--- src/rtl/mg_seq_div_if.sv ---
// Handshake bundle for mg_seq_div: operand request channel and result channel.
interface mg_seq_div_if #(
  parameter int unsigned WIDTH = 8
);
  logic             in_valid;
  logic             in_ready;
  logic [WIDTH-1:0] dividend;
  logic [WIDTH-1:0] divisor;
  logic             out_valid;
  logic             out_ready;
  logic [WIDTH-1:0] quotient;
  logic [WIDTH-1:0] remainder;
  logic             dz;

  modport master (
    output in_valid, dividend, divisor, out_ready,
    input  in_ready, out_valid, quotient, remainder, dz
  );

  modport slave (
    input  in_valid, dividend, divisor, out_ready,
    output in_ready, out_valid, quotient, remainder, dz
  );
endinterface

--- src/rtl/mg_seq_div.sv ---
// mg_seq_div: unsigned radix-2 restoring divider, one quotient bit per clock.
// IDLE accepts an operand pair, BUSY runs WIDTH iterations, DONE holds the
// result until the consumer takes it.
// Optional feature macro MG_DIV_DZ_FAST_EN: a zero divisor skips BUSY and the
// result is presented one edge after accept (values identical either way).
module mg_seq_div #(
  parameter int unsigned WIDTH = 8
) (
  input logic         clk,
  input logic         rst_n,
  mg_seq_div_if.slave bus
);

  typedef enum logic [1:0] {IDLE, BUSY, DONE} state_t;

  localparam int unsigned   CW   = $clog2(WIDTH) + 1;
  localparam logic [CW-1:0] LAST = CW'(WIDTH - 1);

  state_t           state, state_nxt;
  logic [CW-1:0]    cnt;
  logic [WIDTH-1:0] rem;
  logic [WIDTH-1:0] quo;
  logic [WIDTH-1:0] dvs;
  logic             dz_r;

  logic             accept;
  logic             fast_dz;
  logic [WIDTH:0]   partial;
  logic [WIDTH:0]   diff;
  logic             borrow;
  logic             unused_diff_msb;

  assign accept = (state == IDLE) && bus.in_valid;

`ifdef MG_DIV_DZ_FAST_EN
  assign fast_dz = (bus.divisor == '0);
`else
  assign fast_dz = 1'b0;
`endif

  // Partial remainder after the left shift, and its trial subtraction.
  // A zero divisor never borrows, so the plain iteration already yields
  // quotient = all ones and remainder = dividend.
  assign partial = {rem, quo[WIDTH-1]};
  assign {borrow, diff} = {1'b0, partial} - {2'b00, dvs};
  // diff[WIDTH] is zero whenever the difference is kept.
  assign unused_diff_msb = diff[WIDTH];

  // State register.
  always_ff @(posedge clk or negedge rst_n) begin
    if (!rst_n) state <= IDLE;
    else        state <= state_nxt;
  end

  // Next-state logic.
  always_comb begin
    state_nxt = state;
    unique case (state)
      IDLE: if (bus.in_valid)     state_nxt = fast_dz ? DONE : BUSY;
      BUSY: if (cnt == LAST)      state_nxt = DONE;
      DONE: if (bus.out_ready)    state_nxt = IDLE;
      default:                    state_nxt = IDLE;
    endcase
  end

  // Datapath: capture on accept, one restoring iteration per BUSY edge.
  always_ff @(posedge clk or negedge rst_n) begin
    if (!rst_n) begin
      rem  <= '0;
      quo  <= '0;
      dvs  <= '0;
      dz_r <= 1'b0;
      cnt  <= '0;
    end else if (accept) begin
      dvs  <= bus.divisor;
      dz_r <= (bus.divisor == '0);
      cnt  <= '0;
      if (fast_dz) begin
        quo <= '1;
        rem <= bus.dividend;
      end else begin
        quo <= bus.dividend;
        rem <= '0;
      end
    end else if (state == BUSY) begin
      cnt <= cnt + 1'b1;
      if (borrow) begin
        rem <= partial[WIDTH-1:0];
        quo <= {quo[WIDTH-2:0], 1'b0};
      end else begin
        rem <= diff[WIDTH-1:0];
        quo <= {quo[WIDTH-2:0], 1'b1};
      end
    end
  end

  assign bus.in_ready  = (state == IDLE);
  assign bus.out_valid = (state == DONE);
  assign bus.quotient  = quo;
  assign bus.remainder = rem;
  assign bus.dz        = dz_r;

endmodule

--- src/flat_wrapper.sv ---
// flat-port wrapper written by rule: the top's interface ports become plain ports
module mg_seq_div_flat 
#(
  parameter int unsigned WIDTH = 8
)
  (clk, rst_n, bus_in_valid, bus_dividend, bus_divisor, bus_out_ready, bus_in_ready, bus_out_valid, bus_quotient, bus_remainder, bus_dz);
  mg_seq_div_if #(.WIDTH(WIDTH)) bus_i ();
  input logic clk;
  input logic rst_n;
  input wire logic [$bits(bus_i.in_valid)-1:0] bus_in_valid;
  input wire logic [$bits(bus_i.dividend)-1:0] bus_dividend;
  input wire logic [$bits(bus_i.divisor)-1:0] bus_divisor;
  input wire logic [$bits(bus_i.out_ready)-1:0] bus_out_ready;
  output wire logic [$bits(bus_i.in_ready)-1:0] bus_in_ready;
  output wire logic [$bits(bus_i.out_valid)-1:0] bus_out_valid;
  output wire logic [$bits(bus_i.quotient)-1:0] bus_quotient;
  output wire logic [$bits(bus_i.remainder)-1:0] bus_remainder;
  output wire logic [$bits(bus_i.dz)-1:0] bus_dz;
  assign bus_i.in_valid = bus_in_valid;
  assign bus_i.dividend = bus_dividend;
  assign bus_i.divisor = bus_divisor;
  assign bus_i.out_ready = bus_out_ready;
  assign bus_in_ready = bus_i.in_ready;
  assign bus_out_valid = bus_i.out_valid;
  assign bus_quotient = bus_i.quotient;
  assign bus_remainder = bus_i.remainder;
  assign bus_dz = bus_i.dz;
  mg_seq_div #(.WIDTH(WIDTH)) u_core (.clk(clk), .rst_n(rst_n), .bus(bus_i));
endmodule
--- config.mk ---
export PLATFORM = sky130hd
export DESIGN_NAME = mg_seq_div_flat
export DESIGN_NICKNAME = d
export VERILOG_FILES = /design/src/rtl/mg_seq_div_if.sv /design/src/rtl/mg_seq_div.sv /design/src/flat_wrapper.sv
export SDC_FILE = /design/constraint.sdc
export NUM_CORES = 1
export LEC_CHECK = 0
export ABC_AREA = 1
export BUFFER_PORTS_ARGS = -buffer_cell sky130_fd_sc_hd__buf_2
export CAP_MARGIN = 20
export CORE_MARGIN = 2
export CORE_UTILIZATION = 25
export DETAILED_ROUTE_END_ITERATION = 16
export SLEW_MARGIN = 10
export SYNTH_ARGS = -nofsm -noshare
export SYNTH_HDL_FRONTEND = slang
export SYNTH_SLANG_ARGS = --single-unit
--- constraint.sdc ---
create_clock -name clk -period 2.6 [get_ports clk]
set_input_delay 0.52 -clock clk [delete_from_list [all_inputs] [get_ports clk]]
set_output_delay 0.52 -clock clk [all_outputs]
set_load 0.05 [all_outputs]
==> results list <==
- Post-CTS Hold Buffers: 0
- Critical path required time: 2.77 ns
- Final Wtd Congestion: 0.867
* Net count after synthesis: 270
* First-pass GRT wire length: 7480 µm
- Overall die height: 90.9 µm
* R2R setup slack: 0.78 ns
- Die boundary width: 90.9 µm
* Number of top-level design ports: 39
- Once layout is complete, the cells apart from fillers number 382.
- In this run, the number of DRC markers left after iteration 0 of detailed routing was 64.
- The min-delay analysis places its worst path in the category in2async.
* Post_cts resized: 0
- Most common cell after layout, fill and taps aside: nand2_1
* Vias in the first global route: 1574
- Clk root buf: clkbuf_8
* Routed wire length: 4390 µm
- Reg-to-Reg End: u_core.bus.remainder[7]$_DFFE_PN0P_
- Setup violations remaining at the end of the flow were counted as 0.
- Cells with a size suffix above 1 make up 22.6% of the layout.
* Upper clock frequency limit: 549 MHz
- In the routed design, unresolved DRC markers number 0.
- Startpoint kind of the worst setup timing path: flop
- Antenna Violating Nets Remaining: 0
* Post-layout minimum cycle time: 1.82 ns
- Fraction of synthesis flops using an asynchronous set or reset pin: 100%
- Via/cell ratio: 4.35
- The floorplan step defined a die boundary enclosing 8260 µm².
- Detailed-routing iteration count for the pre-antenna-repair pass: 4
* Number of antenna cells inserted: 0
* Highest-count cells in the layout ignoring fill and taps: nand2_1, inv_1, buf_2, dfrtp_1, nand3_1
* Filler cell count: 823
* Number of cells after detailed placement: 374
- The number of endpoints with negative hold slack in the final report was 0.
* Max-slew violation count: 0
- During synthesis, Yosys emitted a total of 0 warnings.
* Top flip-flop cell by instance count after synthesis: dfrtp_1
- Pin slew with the least headroom to its limit: 0.711 ns
- FF-to-FF path depth: 9
- Sequential cells were found to cover 41.1% of the synthesized design area.
- The critical path is of the reg2reg type.
- For this run, the total global-route usage over all layers was measured as 11.1%.
* Outcome: completed
* CP Capture Type: flop
- Max-cap viol count: 0
* Number of buffers added by the clock tree synthesis step: 5
- Synthesized area divided by synthesized cell count: 7.87 µm²
- Clock-pin slew of the registers on the worst-case setup and hold paths: 0.07 ns
- Counting flops with a built-in enable in the synthesized netlist gives 0.
* Final core utilization: 31.1%
* Buffer count from post-CTS setup fixing: 0
- The clock reaches the later pin of the worst-skew pair after 0.28 ns.
* Post-synthesis cell type count: 27
* Headroom to the max-slew limit: 52.6%
- TritonCTS clock tree: yes
- Routed len/inst: 11.5 µm
- The startpoint identified for the worst register-to-register timing path is u_core.bus.remainder[5]$_DFFE_PN0P_.
- #FFs+latches synth: 31
- After legalization and detailed placement, the total HPWL measured 3390 µm.
* Starting utilization of the core area: 25.9%
- Area of the core: 7290 µm²
- Post-Synthesis Cells: 240
* Clock Sinks: 31
- Largest net degree at the start of global routing: 32
* RSZ-0062 raised after global routing: false
- Total congestion overflow after global routing: 0
- Clk_skew: 0.00602 ns
* Setup TNS Final: 0 ns
* Arrival @ worst endpoint: 1.99 ns
- In this run the tool buffered the top-level ports with 38 buffer cells.
- For this block, the via count after detailed routing is 1660.
- Nets: 312
* Synthesized cell area: 1890 µm²
* Number of H-tree levels: 2
- In this run the worst path has a maximum fanout of 9.
* Antenna violations before repair: 0
* Count of standard-cell rows: 31
* Layout Area Growth over Synthesis: 20.2%
- Clock Path Buffers: 2
* Tcrit/Tclk final: 70.0%
[kinds of logic (layout without fill, tap and decap cells)]
kind of cell | count (synthesis) | in the layout | synth area share, %
AND/OR/NAND/NOR | 116 | 116 | 30.0
buffers and inverters | 52 | 95 | 10.5
flip-flops | 31 | 31 | 41.1
AO/OA/AOI/OAI | 28 | 28 | 10.0
adder cells (fa/ha/maj) | 10 | 10 | 7.02
XOR/XNOR | 3 | 3 | 1.39
[worst max-delay path, stage by stage (launching register included)]
cell,delay [ns]
dfrtp_1,0.43
ha_1,0.38
nand2_1,0.08
nand2_1,0.10
a21oi_4,0.28
nand3_4,0.19
nand2_4,0.11
nand2_1,0.05
nand2_1,0.05
nand2_1,0.04
[metal layers]
layer  global-route usage, %  vias to the layer above  wire length [µm]
li1                        -                      855                 -
met1                    15.7                      745              2160
met2                    16.8                       55              1920
met3                    3.09                        5               272
met4                    2.78                        0                37
met5                       0                        -                 0
[final cells by class]
cell class / instances / area, µm² / area share (%)
Tap cell: 99 / 124 / 5.46
Clock buffer: 7 / 76.3 / 3.36
Timing Repair Buffer: 38 / 190 / 8.38
Clock inverter: 1 / 5.00 / 0.221
Multi-Input combinational cell: 157 / 915 / 40.3
Sequential cell: 31 / 776 / 34.2
Inverter: 49 / 184 / 8.10
[worst max-delay path by stage]
stage | cells past startpoint | slack, ns | to | start
global placement | 9 | 0.78 | u_core.bus.remainder[7]$_DFFE_PN0P_ | u_core.bus.remainder[5]$_DFFE_PN0P_
finish | 9 | 0.78 | u_core.bus.remainder[7]$_DFFE_PN0P_ | u_core.bus.remainder[5]$_DFFE_PN0P_
global route | 9 | 0.60 | u_core.bus.remainder[6]$_DFFE_PN0P_ | u_core.bus.remainder[5]$_DFFE_PN0P_
floorplan | 9 | 0.70 | u_core.bus.remainder[4]$_DFFE_PN0P_ | u_core.bus.quotient[7]$_DFFE_PN0P_
CTS | 9 | 0.75 | u_core.bus.remainder[7]$_DFFE_PN0P_ | u_core.bus.remainder[5]$_DFFE_PN0P_
detailed placement | 9 | 0.76 | u_core.bus.remainder[7]$_DFFE_PN0P_ | u_core.bus.remainder[5]$_DFFE_PN0P_
[metrics by stage]
step,hold WS (ns),cell area (µm²),worst slack [ns]
floorplan,0.224,1890,0.701
global placement,0.464,2190,0.782
detailed placement,0.476,2190,0.761
CTS,0.314,2270,0.746
global route,0.349,2270,0.603
finish,0.297,2270,0.779
[sequential cells by signal (all words and copies together), names as in the netlist]
signal                cells
u_core.bus.dz             1
u_core.cnt                4
u_core.dvs                8
u_core.bus.quotient       8
u_core.state              2
u_core.bus.remainder      8
[cell usage after synthesis (3+ instances only)]
library cell	n	area, µm²
nor2_1	3	11.3
nand3_1	15	75.1
xor2_1	3	26.3
ha_1	9	113
o221ai_1	7	61.3
a21oi_1	5	25.0
nand2_2	5	31.3
nand4_1	10	62.6
inv_1	45	169
nand2_1	73	274
nor2_4	3	33.8
inv_2	4	15.0
o21ai_0	11	55.1
dfrtp_1	31	776
Power is left out: the tool's default activity adds up to more than one toggle a clock period on the data nets, which glitch-free logic cannot reach.
